--- config.mk ---
export PLATFORM = sky130hd
export DESIGN_NAME = multi_edge_detector_flat
export DESIGN_NICKNAME = d
export VERILOG_FILES = /design/src/rtl/multi_edge_detector_if.sv /design/src/rtl/multi_edge_detector.sv /design/src/flat_wrapper.sv
export SDC_FILE = /design/constraint.sdc
export NUM_CORES = 1
export LEC_CHECK = 0
export BUFFER_PORTS_ARGS = -buffer_cell sky130_fd_sc_hd__buf_2
export CORE_MARGIN = 3
export CORE_UTILIZATION = 53
export CTS_CLUSTER_SIZE = 25
export DETAILED_ROUTE_END_ITERATION = 12
export HOLD_SLACK_MARGIN = 0.03
export PLACE_DENSITY = 0.86
export SETUP_SLACK_MARGIN = 0.1
export SYNTH_ARGS = -nofsm -noshare
export SYNTH_HDL_FRONTEND = slang
export SYNTH_SLANG_ARGS = --single-unit
export TNS_END_PERCENT = 10
--- constraint.sdc ---
create_clock -name clk -period 1.6 [get_ports clk]
set_clock_uncertainty 0.15 [all_clocks]
set_input_delay 0.48 -clock clk [delete_from_list [all_inputs] [get_ports clk]]
set_output_delay 0.48 -clock clk [all_outputs]
set_load 0.01 [all_outputs]
--- src/rtl/multi_edge_detector_if.sv ---
// Bundle of the per-channel input strobes and edge-event outputs of multi_edge_detector.
// master drives the raw inputs and enables; slave is the detector itself.
interface multi_edge_detector_if #(
  parameter int CHANNELS = 4
);
  logic [CHANNELS-1:0] in_sig;
  logic [CHANNELS-1:0] rise_en;
  logic [CHANNELS-1:0] fall_en;
  logic [CHANNELS-1:0] flag_clr;
  logic [CHANNELS-1:0] rise_pulse;
  logic [CHANNELS-1:0] fall_pulse;
  logic [CHANNELS-1:0] level;
  logic [CHANNELS-1:0] event_flag;
  logic                irq;

  modport master (
    output in_sig, rise_en, fall_en, flag_clr,
    input  rise_pulse, fall_pulse, level, event_flag, irq
  );

  modport slave (
    input  in_sig, rise_en, fall_en, flag_clr,
    output rise_pulse, fall_pulse, level, event_flag, irq
  );
endinterface

--- src/rtl/multi_edge_detector.sv ---
// Multi-channel edge detector: synchroniser, persistence filter, rise/fall pulse
// stretchers and sticky event flags with an interrupt summary.
module multi_edge_detector #(
  parameter int CHANNELS      = 4,
  parameter int SYNC_STAGES   = 2,
  parameter int FILTER_CYCLES = 0,
  parameter int PULSE_WIDTH   = 1
) (
  input logic                  clk,
  input logic                  rst,
  multi_edge_detector_if.slave bus
);
  localparam int               FILT_EFF = (FILTER_CYCLES < 1) ? 1 : FILTER_CYCLES;
  localparam int               CNT_W    = $clog2(FILT_EFF + 1);
  localparam logic [7:0]       PW_LOAD  = 8'(PULSE_WIDTH);
  localparam logic [CNT_W-1:0] CNT_LAST = CNT_W'(FILT_EFF - 1);

  // Retrigger reloads the full width; otherwise count down and hold at zero.
  function automatic logic [7:0] stretch_next(input logic ev, input logic [7:0] cur);
    if (ev)
      return PW_LOAD;
    else if (cur != 8'd0)
      return cur - 8'd1;
    else
      return 8'd0;
  endfunction

  // ---- stage p0: synchroniser ----
  logic [CHANNELS-1:0] sync_in_p0;

  generate
    if (SYNC_STAGES > 0) begin : g_sync
      logic [CHANNELS-1:0] chain_p0 [SYNC_STAGES];

      always_ff @(posedge clk) begin
        if (rst) begin
          for (int k = 0; k < SYNC_STAGES; k++) chain_p0[k] <= '0;
        end else begin
          chain_p0[0] <= bus.in_sig;
          for (int k = 1; k < SYNC_STAGES; k++) chain_p0[k] <= chain_p0[k-1];
        end
      end

      assign sync_in_p0 = chain_p0[SYNC_STAGES-1];
    end else begin : g_nosync
      assign sync_in_p0 = bus.in_sig;
    end
  endgenerate

  // ---- stage p1: persistence filter and edge classification ----
  logic [CHANNELS-1:0] level_p1;
  logic [CNT_W-1:0]    cnt_p1 [CHANNELS];
  logic [CHANNELS-1:0] accept;
  logic [CHANNELS-1:0] rise_ev;
  logic [CHANNELS-1:0] fall_ev;

  always_comb begin
    accept = '0;
    for (int c = 0; c < CHANNELS; c++)
      accept[c] = (sync_in_p0[c] != level_p1[c]) && (cnt_p1[c] == CNT_LAST);
  end

  assign rise_ev = accept & ~level_p1 & bus.rise_en;
  assign fall_ev = accept &  level_p1 & bus.fall_en;

  always_ff @(posedge clk) begin
    if (rst) begin
      level_p1 <= '0;
      for (int c = 0; c < CHANNELS; c++) cnt_p1[c] <= '0;
    end else begin
      for (int c = 0; c < CHANNELS; c++) begin
        if (sync_in_p0[c] == level_p1[c]) begin
          cnt_p1[c] <= '0;
        end else if (accept[c]) begin
          level_p1[c] <= sync_in_p0[c];
          cnt_p1[c]   <= '0;
        end else begin
          cnt_p1[c] <= cnt_p1[c] + 1'b1;
        end
      end
    end
  end

  // ---- stage p2: pulse stretchers, sticky flags, irq ----
  logic [7:0]          rise_cnt_p2 [CHANNELS];
  logic [7:0]          fall_cnt_p2 [CHANNELS];
  logic [7:0]          rise_nxt    [CHANNELS];
  logic [7:0]          fall_nxt    [CHANNELS];
  logic [CHANNELS-1:0] rise_q_p2;
  logic [CHANNELS-1:0] fall_q_p2;
  logic [CHANNELS-1:0] flag_p2;
  logic [CHANNELS-1:0] flag_nxt;
  logic                irq_p2;

  always_comb begin
    for (int c = 0; c < CHANNELS; c++) begin
      rise_nxt[c] = stretch_next(rise_ev[c], rise_cnt_p2[c]);
      fall_nxt[c] = stretch_next(fall_ev[c], fall_cnt_p2[c]);
    end
  end

  // A new edge outranks a simultaneous clear.
  assign flag_nxt = (flag_p2 & ~bus.flag_clr) | rise_ev | fall_ev;

  always_ff @(posedge clk) begin
    if (rst) begin
      for (int c = 0; c < CHANNELS; c++) begin
        rise_cnt_p2[c] <= 8'd0;
        fall_cnt_p2[c] <= 8'd0;
      end
      rise_q_p2 <= '0;
      fall_q_p2 <= '0;
      flag_p2   <= '0;
      irq_p2    <= 1'b0;
    end else begin
      for (int c = 0; c < CHANNELS; c++) begin
        rise_cnt_p2[c] <= rise_nxt[c];
        fall_cnt_p2[c] <= fall_nxt[c];
        rise_q_p2[c]   <= (rise_nxt[c] != 8'd0);
        fall_q_p2[c]   <= (fall_nxt[c] != 8'd0);
      end
      flag_p2 <= flag_nxt;
      irq_p2  <= |flag_nxt;
    end
  end

  assign bus.rise_pulse = rise_q_p2;
  assign bus.fall_pulse = fall_q_p2;
  assign bus.level      = level_p1;
  assign bus.event_flag = flag_p2;
  assign bus.irq        = irq_p2;

endmodule

--- src/flat_wrapper.sv ---
// flat-port wrapper written by rule: the top's interface ports become plain ports
module multi_edge_detector_flat 
#(
  parameter int CHANNELS      = 4,
  parameter int SYNC_STAGES   = 2,
  parameter int FILTER_CYCLES = 0,
  parameter int PULSE_WIDTH   = 1
)
  (clk, rst, bus_in_sig, bus_rise_en, bus_fall_en, bus_flag_clr, bus_rise_pulse, bus_fall_pulse, bus_level, bus_event_flag, bus_irq);
  multi_edge_detector_if #(.CHANNELS(CHANNELS)) bus_i ();
  input logic clk;
  input logic rst;
  input wire logic [$bits(bus_i.in_sig)-1:0] bus_in_sig;
  input wire logic [$bits(bus_i.rise_en)-1:0] bus_rise_en;
  input wire logic [$bits(bus_i.fall_en)-1:0] bus_fall_en;
  input wire logic [$bits(bus_i.flag_clr)-1:0] bus_flag_clr;
  output wire logic [$bits(bus_i.rise_pulse)-1:0] bus_rise_pulse;
  output wire logic [$bits(bus_i.fall_pulse)-1:0] bus_fall_pulse;
  output wire logic [$bits(bus_i.level)-1:0] bus_level;
  output wire logic [$bits(bus_i.event_flag)-1:0] bus_event_flag;
  output wire logic [$bits(bus_i.irq)-1:0] bus_irq;
  assign bus_i.in_sig = bus_in_sig;
  assign bus_i.rise_en = bus_rise_en;
  assign bus_i.fall_en = bus_fall_en;
  assign bus_i.flag_clr = bus_flag_clr;
  assign bus_rise_pulse = bus_i.rise_pulse;
  assign bus_fall_pulse = bus_i.fall_pulse;
  assign bus_level = bus_i.level;
  assign bus_event_flag = bus_i.event_flag;
  assign bus_irq = bus_i.irq;
  multi_edge_detector #(.CHANNELS(CHANNELS), .SYNC_STAGES(SYNC_STAGES), .FILTER_CYCLES(FILTER_CYCLES), .PULSE_WIDTH(PULSE_WIDTH)) u_core (.clk(clk), .rst(rst), .bus(bus_i));
endmodule
# Yosys cells after proc, flatten, opt, wreduce, memory -nomap -nowiden
# Memory sizes are Yosys's and may differ from the RTL's.
# Index checks and enable logic that the tools add are counted.
dict set report word_totals {
  out_inout_bits 17
  word_cells 181
  input_bits 18
  ff_bits 17
  rom_bits 0
  ramBits 76
  memories 4
  latchBits 0
}
# name depth word_bits read_ports rd_ports_with_merged_regs write_ports line
set memory_table {}
lappend memory_table {u_core.fall_cnt_p2 4 8 4 0 4 multi_edge_detector.sv:86} ;# logic [7:0] fall_cnt_p2 [CHANNELS];
lappend memory_table {u_core.rise_cnt_p2 4 8 4 0 4 multi_edge_detector.sv:85} ;# logic [7:0] rise_cnt_p2 [CHANNELS];
lappend memory_table {u_core.g_sync.chain_p0 2 4 2 0 2 multi_edge_detector.sv:33} ;# logic [CHANNELS-1:0] chain_p0 [SYNC_STAGES];
lappend memory_table {u_core.cnt_p1 4 1 4 0 4 multi_edge_detector.sv:52} ;# logic [CNT_W-1:0] cnt_p1 [CHANNELS];
dict set report op_classes {
  addsub 12
  eq_ne 8
  magnitude_cmp 0
  bitwise_logic 39
  muxes 85
  n_shift 0
  n_mul 0
  n_reduce_logical 25
  div_mod_pow 0
}
# cell count
set op_table {}
lappend op_table {{2-to-1 mux 8 bit} 24}
lappend op_table {{nonzero test 8 bit} 16}
lappend op_table {{subtractor 8 x 1 -> 8 bit (second input constant)} 8}
lappend op_table {{2-to-1 mux 1 bit} 59}
lappend op_table {{OR 1 bit} 22}
lappend op_table {{bitwise AND 4 bit} 5}
lappend op_table {{2-to-1 mux 4 bit} 2}
lappend op_table {{inverter 1 bit} 8}
lappend op_table {{inverter 4 bit} 2}
lappend op_table {{OR 4 bit} 2}
lappend op_table {{AND reduction 2 bit} 4}
lappend op_table {{adder 1 bit (second input constant)} 4}
lappend op_table {{== test 1 bit} 4}
lappend op_table {{logical AND 1 bit} 4}
lappend op_table {{inequality test 1 bit} 4}
lappend op_table {{OR reduction 4 bit} 1}

# Depth between registers and ports, before layout
# Gate-level depths: netlist of the first run.
dict set report depth {
  depth_word 8
  ltp_mapped 7
  mapped_depth_nobuf 7
}

# Least setup slack after synthesis of the first run
# No wires, ideal clock.
dict set report synth_timing {
  path_kind {reg-to-reg}
  from {memory u_core.fall_cnt_p2[3][4]}
  to {register u_core.fall_q_p2[3], in the netlist u_core.bus.fall_pulse[3]}
  path_slack_ns -0.122
  path_stages_with_launch 5
  arrival_time_ns 1.440
  t_required_ns 1.318
  setup_time_ns 0.132
  cell_sequence {dfxtp_1 > or4_4 > or3_4 > a21oi_2 > a31oi_1}
}
# item line
set synth_lines {}
lappend synth_lines {{start: declaration} multi_edge_detector.sv:86}
lappend synth_lines {{end signal: indexed assignment} multi_edge_detector.sv:120} ;# fall_q_p2[c] <= (fall_nxt[c] != 8'd0);
lappend synth_lines {{end: declaration} multi_edge_detector.sv:90} ;# logic [CHANNELS-1:0] fall_q_p2;

==> summary.md, run 1 <==
| Metric | Value |
|---|---|
| Worst endpoint required time | `about 1.7 ns` |
| H-tree levels | `3` |
| Worst VDD drop | `roughly 1.3 mV` |
| Drt first pass iters | `6` |
| Asr flop ratio synth | `0%` |
| Worst R2R Start | `u_core.fall_cnt_p2[3][5]$_SDFF_PP0_` |
| Port Buf Inserts | `34` |
| Layout cell share with drive strength beyond 1 | `~43%` |
| Critical-path top delay cell | `or4_4` |
| Worst path cell trace | `or4_4 -> or3_4 -> a21oi_2 -> a31oi_1` |
| Status | `complete, but fails checks` |
| Final-report hold violation count | `0` |
| Die area | `just under 9000 um^2` |
| Power Density | `2277 nW/um^2` |
| GRT overflow | `0` |
| Failing checks | `setup timing` |
| Mean post-synth cell area | `between 9 and 10 um^2` |
| Critical path fanouts, max | `3` |
| Part of the power in registers | `30.3%` |
| CP peak stage delay | `0.54 ns` |
| Initial antenna violation count | `0` |
| RSZ-0062 raised after global routing | `yes` |
| Clk buf depth | `2` |
| Top_reg_cell synth | `dfxtp_1` |
| Detail Route Antenna Nets | `0` |
| Commonest cells after routing, fill and taps aside | `75 x nor2_1, 72 x buf_4, 62 x dfxtp_1, 30 x buf_2, 25 x dfxtp_2` |
| Fin. max-slew vios | `0` |
| Via count | `3652` |
| Comb pwr share | `roughly 56%` |
| Hpwl dp | `6.476 mm` |
| Later-pin clock latency in the skew report | `0.36 ns` |
| Critical path class | `register to register` |
| Adder-Cell Fraction of Synth Area | `4.972%` |
| Pin count of the biggest net entering global routing | `16` |
| Startpoint types | `register` |
| Final worst slack | `-0.1728 ns` |
| Psw | `5264 uW` |
| Largest delay share family, worst path | `simple AND/OR/NAND/NOR gates` |
| Drt wl/cell | `16.78 um` |
| Synth Area in XOR/XNOR | `around 7.6%` |
| Synth Area in Compound Gates | `6.681%` |
| Setup TNS | `-1.336 ns` |
| Area added between synthesis and finish | `39.75%` |
| Crit. End Element | `register` |
| Reg2reg path depth | `4` |
| Die height | `93.16 um` |
| Hold EP | `u_core.g_sync.chain_p0[0][1]$_SDFF_PP0_` |
| Number of distinct library cells after synthesis | `48` |
| Leakage | `0.002414 uW` |
| CTS Hold Bufs | `0` |
| Core Area | `7331 um^2` |
| CP Data Arrival Time | `1.87 ns` |
| Core Rows | `31` |
| Vias in the first global route | `3450` |
| R2r endpoint | `u_core.bus.fall_pulse[3]$_SDFF_PP0_` |
| CTS Sinks | `93` |
| Number of diodes | `0` |
| Nets@finish | `approximately 590` |
| # IOs | `35` |
| Sequential share of the synthesized area | `a little under half` |
| Drt total wl | `approximately 11 mm` |
| Initial Util | `54.92%` |
| Commonest non-fill, non-tap cell in the layout | `nor2_1` |
| Gr usage total | `23.23%` |
| Filler instances | `430` |
| Ys Warns | `0` |
| Min Tclk post-route | `roughly 1.8 ns` |
| Die X | `93.16 um` |
| Total power | `12810 uW` |
| Int Pwr | `7548 uW` |
| Hold depth | `2` |
| Proportion of synthesized area in mux cells | `2.735%` |
| Register bit total from synthesis | `93` |
| Fmax | `564.1 MHz` |
| CTS root buffer | `clkbuf_8` |
| Simple-gate portion of the synthesized area | `27.38%` |
| Final setup fails | `21` |
| Post-Syn Area | `between 4000 and 5000 um^2` |
| Clk pwr share | `between 10% and 20%` |
| # Max-Cap Violations | `0` |
| EDFF count, synth | `4` |
| Internal reg-to-reg setup slack | `-0.17 ns` |
| Mapped Cells | `440` |
| Hold Crit Start | `bus_in_sig[1]` |
| Buf+Inv Stages, Crit Path | `0` |
| DRC | `0` |
| Num CTS Buffers | `9` |
| Worst hold path type | `input port to register` |
| Final cycle utilization of the critical path | `110.8%` |
| Sw Ratio | `41.09%` |
| Initial drt markers | `between 150 and 200` |
| Final non-filler cell total | `661` |
| Placed Cells incl. Taps | `640` |
| Largest family of logic cells by synthesized area | `simple AND/OR/NAND/NOR gates` |
| Via density | `5.525` |
| CTS tree | `yes` |
| First-pass GRT wire length | `15.84 mm` |
| CTS clk-pin slew, worst paths | `0.09 ns` |
| Gpl congestion | `0.8803` |
kinds of logic after synthesis:
| group | after synthesis |
|---|---|
| xor+xnor | 35 |
| simple gates | 207 |
| flops | 93 |
| buf+inv | 34 |
| other cells | 2 |
| fa+ha+maj | 16 |
| mux | 11 |
| compound gates | 42 |
power by group through the flow:
| stage | logic (uW) | clock network, uW | registers [uW] |
|---|---|---|---|
| after floorplan | 3620 | 0 | 3780 |
| after global placement | 5200 | 0 | 3630 |
| after detailed placement | 5510 | 0 | 3670 |
| after CTS | 5920 | 1760 | 3730 |
| after global routing | 7730 | 1850 | 3940 |
| final | 7180 | 1750 | 3880 |
flip-flops by register name, summed over array words and instances, names as in the netlist, 4 cells and up:
register,count
u_core.fall_cnt_p2,32
u_core.rise_cnt_p2,32
u_core.g_sync.chain_p0,8
u_core.bus.event_flag,4
u_core.bus.fall_pulse,4
u_core.bus.level,4
u_core.bus.rise_pulse,4
u_core.cnt_p1,4
worst max-delay path by stage:
stage                                             start                                   to  slack [ns]  depth (start not counted)
finish              u_core.fall_cnt_p2[3][5]$_SDFF_PP0_  u_core.bus.fall_pulse[3]$_SDFF_PP0_       -0.17                          4
CTS                 u_core.fall_cnt_p2[3][5]$_SDFF_PP0_  u_core.bus.fall_pulse[3]$_SDFF_PP0_       -0.12                          4
global placement    u_core.rise_cnt_p2[0][5]$_SDFF_PP0_  u_core.rise_cnt_p2[0][2]$_SDFF_PP0_       -0.08                          4
detailed placement  u_core.rise_cnt_p2[3][5]$_SDFF_PP0_  u_core.rise_cnt_p2[3][7]$_SDFF_PP0_       -0.13                          5
global route        u_core.fall_cnt_p2[3][5]$_SDFF_PP0_  u_core.bus.fall_pulse[3]$_SDFF_PP0_       -0.22                          4
floorplan           u_core.rise_cnt_p2[0][5]$_SDFF_PP0_  u_core.rise_cnt_p2[0][5]$_SDFF_PP0_       -0.08                          5
area by class of cell:
type | count | area, um^2 | area share (%)
repair buffers | 108 | 758.2 | 13.48
multi-input cells | 319 | 2477 | 44.03
clock buffers | 10 | 137.6 | 2.446
inverters | 26 | 102.6 | 1.823
well taps | 99 | 123.9 | 2.201
flip-flops and latches | 93 | 1941 | 34.49
clock inverters | 6 | 86.33 | 1.534
metal layers:
| metal | wire length, um | track usage, % | vias up |
|---|---|---|---|
| met5 | 0 | 0 | - |
| met3 | 534 | 4.183 | 37 |
| li1 | - | - | 1729 |
| met2 | 5822 | 42.83 | 138 |
| met1 | 4421 | 26.73 | 1748 |
| met4 | 316 | 8.303 | 0 |
Yosys cell counts, drive strengths merged (2+ instances only):
| master | number | area share [%] |
|---|---|---|
| inv | 26 | 2.4 |
| nor2b | 18 | 2.8 |
| mux2i | 11 | 2.7 |
| nor3b | 4 | 0.75 |
| nor3 | 30 | 3.7 |
| conb | 2 | 0.19 |
| o21ai | 6 | 0.75 |
| dfxtp | 89 | 44 |
| nand2 | 17 | 1.6 |
| or3 | 8 | 1.4 |
| buf | 2 | 0.22 |
| nor4 | 12 | 2.3 |
| or4 | 4 | 0.93 |
| nor4bb | 7 | 1.7 |
| a21oi | 15 | 2.0 |
| edfxtp | 4 | 3.0 |
| a31oi | 8 | 1.2 |
| o31ai | 4 | 0.75 |
| and3 | 2 | 0.31 |
| nor2 | 87 | 8.1 |
| xnor2 | 24 | 5.2 |
| nand3b | 3 | 0.56 |
| nand2b | 4 | 0.62 |
| nor4b | 3 | 1.0 |
| xor2 | 11 | 2.4 |
| ha | 16 | 5.0 |
| clkbuf | 6 | 0.56 |
| nand3 | 5 | 0.62 |
metrics by stage:
stage,utilization (%),area (um^2),hold slack [ns],setup WS [ns]
4_1_cts,71.70,5256,0.1683,-0.1199
5_1_grt,76.75,5627,0.1910,-0.2205
6_report,76.75,5627,0.1695,-0.1728
3_5_place_dp,66.22,4855,0.2898,-0.1324
2_1_floorplan,-,4074,0.2638,-0.07668
3_3_place_gp,66.22,4855,0.2685,-0.07905
repair_timing:
action,CTS,global route
pin swaps,23,29
gates resized for setup,46,83
setup buffers,1,4
setup endpoints to repair,74,79
No activity file was read; power rests on OpenSTA's default activity.
==> run 2, diff against run 1 <==
- CAP_MARGIN: default -> 30
- CTS_CLUSTER_SIZE: 25 -> default
- PLACE_DENSITY: 0.86 -> 0.83
==> summary.md, run 2 (synthesized netlist as in run 1, its figures left out) <==
| Metric | Value |
|---|---|
| Status | `complete, but fails checks` |
| Failing checks | `setup timing` |
| Startpoint types | `register` |
| CTS root buffer | `clkbuf_8` |
| Num CTS Buffers | `9 (unchanged)` |
| Fmax | `558.7 MHz (-0.95%)` |
| Gpl congestion | `0.8552 (-2.9%)` |
| Final-report hold violation count | `0 (unchanged)` |
| Min Tclk post-route | `1.790 ns (+0.01709 ns)` |
| H-tree levels | `3 (unchanged)` |
| Worst R2R Start | `u_core.fall_cnt_p2[3][5]$_SDFF_PP0_` |
| Crit. End Element | `register` |
| Pin count of the biggest net entering global routing | `19 (+3)` |
| Initial drt markers | `179 (+17%)` |
| Drt first pass iters | `5 (-1)` |
| Area added between synthesis and finish | `41.89%` |
| RSZ-0062 raised after global routing | `yes` |
| Commonest cells after routing, fill and taps aside | `80 x buf_4, 67 x nor2_1, 65 x dfxtp_1, 31 x buf_2, 23 x dfxtp_2` |
| Commonest non-fill, non-tap cell in the layout | `buf_4` |
| Setup WS pre-CTS | `-0.1519 ns (-0.01949 ns)` |
| R2r endpoint | `u_core.bus.fall_pulse[3]$_SDFF_PP0_` |
| Hold depth | `2 (unchanged)` |
| Initial antenna violation count | `0 (unchanged)` |
| Core Rows | `31 (unchanged)` |
| Die X | `93.16 um (unchanged)` |
| Via density | `5.591 (+1.2%)` |
| Total power | `12820 uW (about the same)` |
| Critical path class | `register to register` |
| Hold Crit Start | `bus_in_sig[3]` |
| Leakage | `0.002451 uW (+1.5%)` |
| Final setup fails | `21 (unchanged)` |
| Met2 routed WL | `5.939 mm (+2.0%)` |
| Die area | `8679 um^2 (unchanged)` |
| Gr usage total | `23.85% (+0.62 points)` |
| Via count | `3746 (+2.6%)` |
| # Max-Cap Violations | `0 (unchanged)` |
| Later-pin clock latency in the skew report | `0.37 ns (about the same)` |
| Filler instances | `413 (-4.0%)` |
| Reg2reg path depth | `4 (unchanged)` |
| Worst hold path type | `input port to register` |
| Hpwl dp | `6.472 mm (about the same)` |
| Final worst slack | `-0.1899 ns (-0.01709 ns)` |
| Top Metal Used | `met4` |
| CTS tree | `yes` |
| Fin. max-slew vios | `0 (unchanged)` |
| Detail Route Antenna Nets | `0 (unchanged)` |
| First-pass GRT wire length | `16.48 mm (+4.1%)` |
| Hold EP | `u_core.g_sync.chain_p0[0][3]$_SDFF_PP0_` |
| Final cycle utilization of the critical path | `111.9% (+1.1 points)` |
| GRT overflow | `0 (unchanged)` |
| Nets@finish | `600 (+1.5%)` |
| Cell Area, Placed | `4907 um^2 (+1.1%)` |
| # IOs | `35 (unchanged)` |
| Internal reg-to-reg setup slack | `-0.19 ns (-0.02 ns)` |
| FF/Latch Area | `1934 um^2 (-0.32%)` |
| Power Density | `2243 nW/um^2 (-1.5%)` |
| Die height | `93.16 um (unchanged)` |
| Post-route design area | `5713 um^2 (+1.5%)` |
| Initial Util | `54.92% (unchanged)` |
| M1 WL | `4.270 mm (-3.4%)` |
| Biggest regs | `u_core.fall_cnt_p2 (32), u_core.rise_cnt_p2 (32), u_core.g_sync.chain_p0 (8)` |
| CP Data Arrival Time | `1.88 ns (about the same)` |
| Multi-input logic area | `2502 um^2 (+1.0%)` |
| Core Area | `7331 um^2 (unchanged)` |
| CTS Sinks | `93 (unchanged)` |
| Port Buf Inserts | `34 (unchanged)` |
| Wire length on met3 | `586 um (+9.7%)` |
| Drt wl/cell | `16.74 um (-0.29%)` |
| Worst endpoint required time | `1.69 ns (about the same)` |
| CTS Hold Bufs | `0 (unchanged)` |
| Vias in the first global route | `3675 (+6.5%)` |
| Critical path fanouts, max | `3 (unchanged)` |
| Number of diodes | `0 (unchanged)` |
| CTS clk-pin slew, worst paths | `0.09 ns (about the same)` |
| Clk buf depth | `2 (unchanged)` |
| DRC | `0 (unchanged)` |
| Layout cell share with drive strength beyond 1 | `44.13% (+1.4 points)` |
| Worst VDD drop | `0.9552 mV (-25%)` |
| Drt total wl | `11.21 mm (+1.1%)` |
run 2: cell count changes in the layout (fill, tap and decap cells not counted), moves of 3 or more:
cell,before,now
nor2_2,5,16
nor2_4,7,4
buf_4,72,80
nor4bb_2,0,3
nor2_1,75,67
inv_1,16,19
inv_2,8,4
nor4bb_1,7,4
nor4_1,4,1
dfxtp_1,62,65
run 2: worst max path at each step:
stage                     cells after the start                                  end                                start
after floorplan                               5  u_core.rise_cnt_p2[0][5]$_SDFF_PP0_  u_core.rise_cnt_p2[0][5]$_SDFF_PP0_
after global placement                        4  u_core.rise_cnt_p2[0][7]$_SDFF_PP0_  u_core.rise_cnt_p2[0][5]$_SDFF_PP0_
after detailed placement                      7  u_core.bus.rise_pulse[3]$_SDFF_PP0_  u_core.rise_cnt_p2[3][0]$_SDFF_PP0_
after CTS                                     4  u_core.bus.fall_pulse[3]$_SDFF_PP0_  u_core.fall_cnt_p2[3][5]$_SDFF_PP0_
after global routing                          4  u_core.bus.fall_pulse[3]$_SDFF_PP0_  u_core.fall_cnt_p2[3][5]$_SDFF_PP0_
final                                         4  u_core.bus.fall_pulse[3]$_SDFF_PP0_  u_core.fall_cnt_p2[3][5]$_SDFF_PP0_
run 2: what timing repair did:
| action | 4_1_cts | 5_1_grt |
|---|---|---|
| buffers inserted | 0 | 7 |
| pin swaps | 36 | 44 |
| gates resized for setup | 59 | 70 |
| setup endpoints to repair | 73 | 80 |
run 2: area by class of cell:
class,count,share of cell area (%)
tap,99,2.168
clock inverter,6,1.511
timing repair buffer,117,14.41
multi-input combinational,319,43.80
clock buffer,10,2.409
inverter,26,1.840
sequential,93,33.86
run 2: per-layer routing:
| layer | global-route usage, % | up-vias |
|---|---|---|
| met5 | 0 | - |
| met4 | 8.547 | 0 |
| met3 | 5.873 | 46 |
| met2 | 43.73 | 130 |
| met1 | 26.65 | 1817 |
| li1 | - | 1753 |
run 2: per-stage QoR:
stage	instances	util [%]	hold slack [ns]	setup TNS (ns)
2_1_floorplan	446	-	0.2638	-1.345
3_3_place_gp	647	66.94	0.2662	-1.473
3_5_place_dp	647	66.94	0.2842	-2.531
4_1_cts	663	73.07	0.1690	-1.400
5_1_grt	670	77.93	0.1874	-3.645
6_report	670	77.93	0.1621	-1.871
run 2: critical path, cell delays in order, from the launching register on:
cell,delay [ns]
dfxtp_2,0.33
or4_4,0.55
or3_4,0.38
a21oi_2,0.14
a31oi_1,0.11
run 2: report_power, final:
part           leakage, uW  total (uW)  internal (uW)  switching, uW
sequential        0.000783        3890           3160            732
clock             0.000112        1760            920            844
combinational      0.00156        7160           3480           3680
